**config.mk**
```make
export PLATFORM = sky130hd
export DESIGN_NAME = sample_feeder
export DESIGN_NICKNAME = d
export VERILOG_FILES = /design/src/rtl/sample_feeder_pkg.sv /design/src/rtl/sync_fifo.sv /design/src/rtl/sample_feeder.sv
export SDC_FILE = /design/constraint.sdc
export NUM_CORES = 1
export LEC_CHECK = 0
export ABC_AREA = 1
export ABC_CLOCK_PERIOD_IN_PS = 4200
export CORE_UTILIZATION = 62
export CTS_BUF_LIST = sky130_fd_sc_hd__clkbuf_16
export DETAILED_ROUTE_END_ITERATION = 16
export PLACE_DENSITY = 0.84
export SKIP_CTS_REPAIR_TIMING = 1
export SLEW_MARGIN = 20
export SYNTH_ARGS = -nofsm -noshare
export SYNTH_HDL_FRONTEND = slang
export SYNTH_HIERARCHICAL = 1
export SYNTH_SLANG_ARGS = --single-unit
export TNS_END_PERCENT = 1
```
**constraint.sdc**
```tcl
create_clock -name clk -period 4.2 [get_ports clk]
set_clock_uncertainty 0.15 [all_clocks]
set_input_delay 1.26 -clock clk [delete_from_list [all_inputs] [get_ports clk]]
set_output_delay 1.26 -clock clk [all_outputs]
set_load 0.02 [all_outputs]
```
**src/rtl/sample_feeder_pkg.sv**
```systemverilog
// Shared constants for the sample feeder and the FIR datapath/control that
// consumes its output: default sizes and the handoff FSM state encoding.
package sample_feeder_pkg;

    // Default FIFO depth (power of two) and sample width (FIR input width).
    localparam int FEEDER_DEPTH = 8;
    localparam int FEEDER_WIDTH = 8;

    // Handoff FSM state encoding, kept as plain constants so older
    // Verilog-style control blocks can share the same values.
    typedef logic [1:0] feeder_state_t;

    localparam feeder_state_t ST_IDLE  = 2'd0;
    localparam feeder_state_t ST_ISSUE = 2'd1;
    localparam feeder_state_t ST_WAIT  = 2'd2;

endpackage : sample_feeder_pkg

```
**src/rtl/sync_fifo.sv**
```systemverilog
// Single-clock FIFO built on a register array. Pointers wrap modulo DEPTH
// (DEPTH is a power of two), and an explicit occupancy counter tells a
// full FIFO apart from an empty one.
module sync_fifo #(
    parameter int DEPTH = 8,
    parameter int WIDTH = 8
) (
    input  logic                     clk,
    input  logic                     rst,
    input  logic                     push,
    input  logic                     pop,
    input  logic [WIDTH-1:0]         din,
    output logic [WIDTH-1:0]         dout,
    output logic                     full,
    output logic                     empty,
    output logic [$clog2(DEPTH):0]   count
);

    localparam int AW = $clog2(DEPTH);
    localparam logic [AW:0] FULL_COUNT = (AW + 1)'(DEPTH);

    logic [WIDTH-1:0] mem_q [DEPTH];
    logic [AW-1:0]    wr_ptr_q, wr_ptr_d;
    logic [AW-1:0]    rd_ptr_q, rd_ptr_d;
    logic [AW:0]      count_q, count_d;
    logic             do_push, do_pop;

    // Status flags and the accepted push/pop qualifiers.
    always_comb begin
        full    = (count_q == FULL_COUNT);
        empty   = (count_q == '0);
        do_push = push && !full;
        do_pop  = pop && !empty;
        dout    = mem_q[rd_ptr_q];
        count   = count_q;
    end

    // Pointer and occupancy next state; simultaneous push and pop leaves
    // the count unchanged.
    always_comb begin
        wr_ptr_d = wr_ptr_q;
        rd_ptr_d = rd_ptr_q;
        count_d  = count_q;
        if (do_push) begin
            wr_ptr_d = wr_ptr_q + 1'b1;
        end
        if (do_pop) begin
            rd_ptr_d = rd_ptr_q + 1'b1;
        end
        case ({do_push, do_pop})
            2'b10:   count_d = count_q + 1'b1;
            2'b01:   count_d = count_q - 1'b1;
            default: count_d = count_q;
        endcase
    end

    // Sample storage write port.
    // NOTE: the array is deliberately not reset; pointers and count define
    // which entries are live, so stale contents can never be delivered.
    always_ff @(posedge clk) begin
        if (do_push) begin
            mem_q[wr_ptr_q] <= din;
        end
    end

    // Pointer and count registers with synchronous reset (flushes the FIFO).
    always_ff @(posedge clk) begin
        if (rst) begin
            wr_ptr_q <= '0;
            rd_ptr_q <= '0;
            count_q  <= '0;
        end else begin
            wr_ptr_q <= wr_ptr_d;
            rd_ptr_q <= rd_ptr_d;
            count_q  <= count_d;
        end
    end

endmodule : sync_fifo

```
**src/rtl/sample_feeder.sv**
```systemverilog
// Buffers upstream samples and hands them to the FIR one at a time: a
// single-cycle fir_en strobe per FIR busy period, gated by fir_ready.
// A push attempted while the FIFO is full is dropped and flagged on
// overflow in the following cycle.
module sample_feeder
    import sample_feeder_pkg::*;
#(
    parameter int DEPTH = FEEDER_DEPTH,
    parameter int WIDTH = FEEDER_WIDTH
) (
    input  logic                     clk,
    input  logic                     rst,
    input  logic                     in_valid,
    input  logic [WIDTH-1:0]         in_data,
    output logic                     in_ready,
    input  logic                     fir_ready,
    output logic                     fir_en,
    output logic [WIDTH-1:0]         fir_x,
    output logic [$clog2(DEPTH):0]   count,
    output logic                     overflow
);

    feeder_state_t    state_q, state_d;
    logic [WIDTH-1:0] fir_x_q, fir_x_d;
    logic             overflow_q;
    logic             fifo_pop;
    logic             fifo_full;
    logic             fifo_empty;
    logic [WIDTH-1:0] fifo_dout;

    sync_fifo #(
        .DEPTH (DEPTH),
        .WIDTH (WIDTH)
    ) u_fifo (
        .clk   (clk),
        .rst   (rst),
        .push  (in_valid),
        .pop   (fifo_pop),
        .din   (in_data),
        .dout  (fifo_dout),
        .full  (fifo_full),
        .empty (fifo_empty),
        .count (count)
    );

    // Handoff FSM: pop the head into fir_x when the FIR is ready, strobe for
    // one cycle, then wait for the FIR to drop fir_ready before re-arming.
    // NOTE: every combinational output gets a default first so no path
    // through the case statement can infer a latch.
    always_comb begin
        state_d  = state_q;
        fifo_pop = 1'b0;
        case (state_q)
            ST_IDLE: begin
                if (!fifo_empty && fir_ready) begin
                    state_d  = ST_ISSUE;
                    fifo_pop = 1'b1;
                end
            end
            ST_ISSUE: state_d = ST_WAIT;
            ST_WAIT: begin
                if (!fir_ready) begin
                    state_d = ST_IDLE;
                end
            end
            default: state_d = ST_IDLE;
        endcase
        fir_x_d = fifo_pop ? fifo_dout : fir_x_q;
    end

    // FSM state, output sample and overflow flag registers.
    // NOTE: sequential state uses non-blocking assignments so every register
    // samples pre-edge values regardless of statement order.
    always_ff @(posedge clk) begin
        if (rst) begin
            state_q    <= ST_IDLE;
            fir_x_q    <= '0;
            overflow_q <= 1'b0;
        end else begin
            state_q    <= state_d;
            fir_x_q    <= fir_x_d;
            overflow_q <= in_valid && fifo_full;
        end
    end

    // Output decode; in_ready is combinational so a full FIFO refuses a push
    // even when a pop happens on the same edge.
    always_comb begin
        in_ready = !fifo_full;
        fir_en   = (state_q == ST_ISSUE);
        fir_x    = fir_x_q;
        overflow = overflow_q;
    end

endmodule : sample_feeder

```
==> qor.txt <==
Routability cong.: 0.870
Synthesized instance count: 344
Crit-path max FO: 6
Avg WL per Cell: 15.6 µm
Yosys warnings: 6
Grt met1 use: 31.0%
Dpl hpwl: 4390 µm
# IOs: 27
Rel. slew slack: 32.8%
Crit. End Element: flip-flop
Status: finished clean
Hold crit path type: flip-flop to flip-flop
Total number of vias: 2493
Clock transition at path regs: 60 ps
Die Y-Extent: 79.3 µm
Critical path depth: 16
Critical-path cell list: clkdlybuf4s50_1, inv_2, nor2_4, nand2_1, inv_1, nand2_2, inv_1, ha_1, nand2_1, inv_1, nor2_1, ha_1, a21oi_1, xnor2_1, o21ai_0, inv_1
Met2 Use GR: 41.5%
Vias in the first global route: 2343
Share of layout cells above drive strength 1: 7.85%
Nets@finish: 394
Clk Latency, worst-skew pair: 330 ps
Die ar.: 0.00629 mm²
CTS tree: built
Reg2reg setup slack: 1800 ps
CP Buf/Inv Count: 6
Crit-path slowest cell: clkdlybuf4s50_1
First-pass GRT wire length: 11300 µm
Detailed Routing Iterations Pass 1: 5
Crit path kind: primary input to flip-flop
Site Rows: 27
Non-filler cells, final: 454
Max-slew violation count: 0
# DRC: 0
CTS root buf: clkbuf_16
Max Freq: 0.315 GHz
Setup violations, final: 0
Leakage: 1.64 nW
IO Port Bufs: 26
Tmin final: 3170 ps
Synth Cell Area: 0.00371 mm²
GRT Max-Usage Layer: met2
Initial Util: 65.7%
Max stage delay on crit path: 490 ps
Crit path launch: fir_ready
Setup TNS: 0 ps
Cell family with most CP delay: buffers and inverters
Clock sink total: 88
Flops & latches, synth: 88
Slew @ Worst Pin: 1010 ps
Clk buf depth: 2
Synth Net Count: 361
Die W: 79.3 µm
Synth-to-Final Area Change: 15.5%
Initial antenna violation count: 0
Register area share after synthesis: 64.8%
Final hold vios: 0
Data arrival time of the worst path: 3240 ps
Post-synth cell types: 30
Unrepaired setup endpoints after global routing: false
Max cap viols: 0
Vias/cell: 5.49
Critical path required time: 4270 ps
PwrDens: 614 mW/mm²
CP dominant cell by count: inv_1
Diodes inserted: 0
Core Region: 0.00564 mm²
Peak supply drop: 0.463 mV
DRT Wirelength: 7080 µm
R2R Path Start: u_fifo/count[1]$_SDFFE_PP0P_
CTS Buf Count: 9
H-tree levels: 3
Post-layout util: 75.9%
Total gr overflow: 0
Post-route clock period utilization: 75.5%
Placed cells: 438
Grt met3 use: 6.90%
Worst r2r dst: u_fifo/count[2]$_SDFFE_PP0P_
Total track usage: 25.1%
Largest net degree at the start of global routing: 34
Post-Syn Area per Cell: 10.8 µm²
Final ANT Viol Nets: 0
CP startpoint kind: primary input
Iteration-0 DRC count of the detailed router: 252
Worst Reg-to-Reg Cells: 17
Setup crit end: u_fifo/count[2]$_SDFFE_PP0P_
[synthesized netlist by cell type, drive strengths merged]
| cell | number | area, µm² |
|---|---|---|
| edfxtp | 64 | 1920 |
| nor2 | 58 | 235 |
| nand2 | 53 | 204 |
| o21ai | 36 | 180 |
| inv | 34 | 128 |
| dfxtp | 24 | 480 |
| a21oi | 17 | 88.8 |
| nand3 | 15 | 85.1 |
| buf | 10 | 96.4 |
| mux2i | 8 | 80.1 |
| o22ai | 8 | 50.1 |
| ha | 5 | 62.6 |
| clkbuf | 2 | 17.5 |
| nor3 | 2 | 10.0 |
| nor3b | 2 | 20.0 |
| or2 | 2 | 12.5 |
| xnor2 | 2 | 17.5 |
| a211oi | 1 | 7.51 |
| xor2 | 1 | 8.76 |
[worst min path at each step]
stage                                          from                              end  slack (ps)  cells after the start
floorplan           u_fifo/wr_ptr_q[0]$_SDFFE_PP0P_  u_fifo/wr_ptr_q[0]$_SDFFE_PP0P_         310                      2
global placement              fir_x[2]$_SDFFE_PP0P_            fir_x[2]$_SDFFE_PP0P_         310                      2
detailed placement            fir_x[2]$_SDFFE_PP0P_            fir_x[2]$_SDFFE_PP0P_         320                      2
CTS                           fir_x[2]$_SDFFE_PP0P_            fir_x[2]$_SDFFE_PP0P_         340                      2
global route        u_fifo/wr_ptr_q[0]$_SDFFE_PP0P_  u_fifo/wr_ptr_q[0]$_SDFFE_PP0P_         360                      2
finish                        fir_x[2]$_SDFFE_PP0P_            fir_x[2]$_SDFFE_PP0P_         330                      2
[worst reg2reg max path: cells and delay by family, from the launching register on]
kind	cells	cell delay (ps)
compound gates	2	290
xor+xnor	1	80
fa+ha+maj	2	390
buf+inv	5	400
flops	1	430
simple gates	7	560
[routing by layer]
layer / wire [µm] / up-vias / part of all wire [%]
li1: - / 1236 / -
met3: 477 / 15 / 6.7
met5: 0 / - / 0
met4: 163 / 0 / 2.3
met2: 3540 / 84 / 50
met1: 2900 / 1158 / 41
[area by class of cell]
type | instances | area (µm²)
sequential | 88 | 2400
multi-input combinational | 210 | 1060
clock inverter | 7 | 53.8
clock buffer | 9 | 225
tap | 72 | 90.1
inverter | 34 | 128
timing repair buffer | 34 | 320
fill | 342 | 1360
[power breakdown]
group | total [mW] | internal [mW] | switching [mW]
clock network | 0.740 | 0.449 | 0.291
logic | 0.788 | 0.304 | 0.484
registers | 1.10 | 1.04 | 0.0652
total | 2.63 | 1.79 | 0.840
[flip-flops by register name, indices dropped and copies added (netlist names), named ones only]
register         flops
u_fifo/rd_ptr_q      3
u_fifo/wr_ptr_q      3
overflow             1
u_fifo/count         4
state_q              2
fir_x                8
u_fifo/mem_q        64
[cell usage in the layout, fill, tap and decap left out, drive strengths merged]
cell type,instances
a211oi,1
a21oi,17
buf,8
bufinv,1
clkbuf,9
clkdlybuf4s50,26
clkinv,5
dfxtp,24
edfxtp,64
ha,5
inv,35
mux2i,8
nand2,53
nand3,15
nor2,58
nor3,2
nor3b,2
o21ai,36
o22ai,8
or2,2
xnor2,2
xor2,1
[logic make-up after synthesis]
group | share of synthesized area, %
adder cells (fa/ha/maj) | 1.69
buffers and inverters | 6.52
flip-flops | 64.8
multiplexers | 2.16
AO/OA/AOI/OAI | 8.81
AND/OR/NAND/NOR | 15.3
XOR/XNOR | 0.709
[through the flow]
stage / hold slack, ps / setup WS, ps / area, µm² / power (mW)
4_1_cts: 336 / 1050 / 4280 / 2.64
6_report: 332 / 1030 / 4280 / 2.63
5_1_grt: 358 / 789 / 4280 / 2.78
2_1_floorplan: 308 / 1180 / 3710 / 1.68
3_5_place_dp: 321 / 697 / 4000 / 1.90
3_3_place_gp: 313 / 791 / 4000 / 1.87
(Power assumes the default switching activity.)
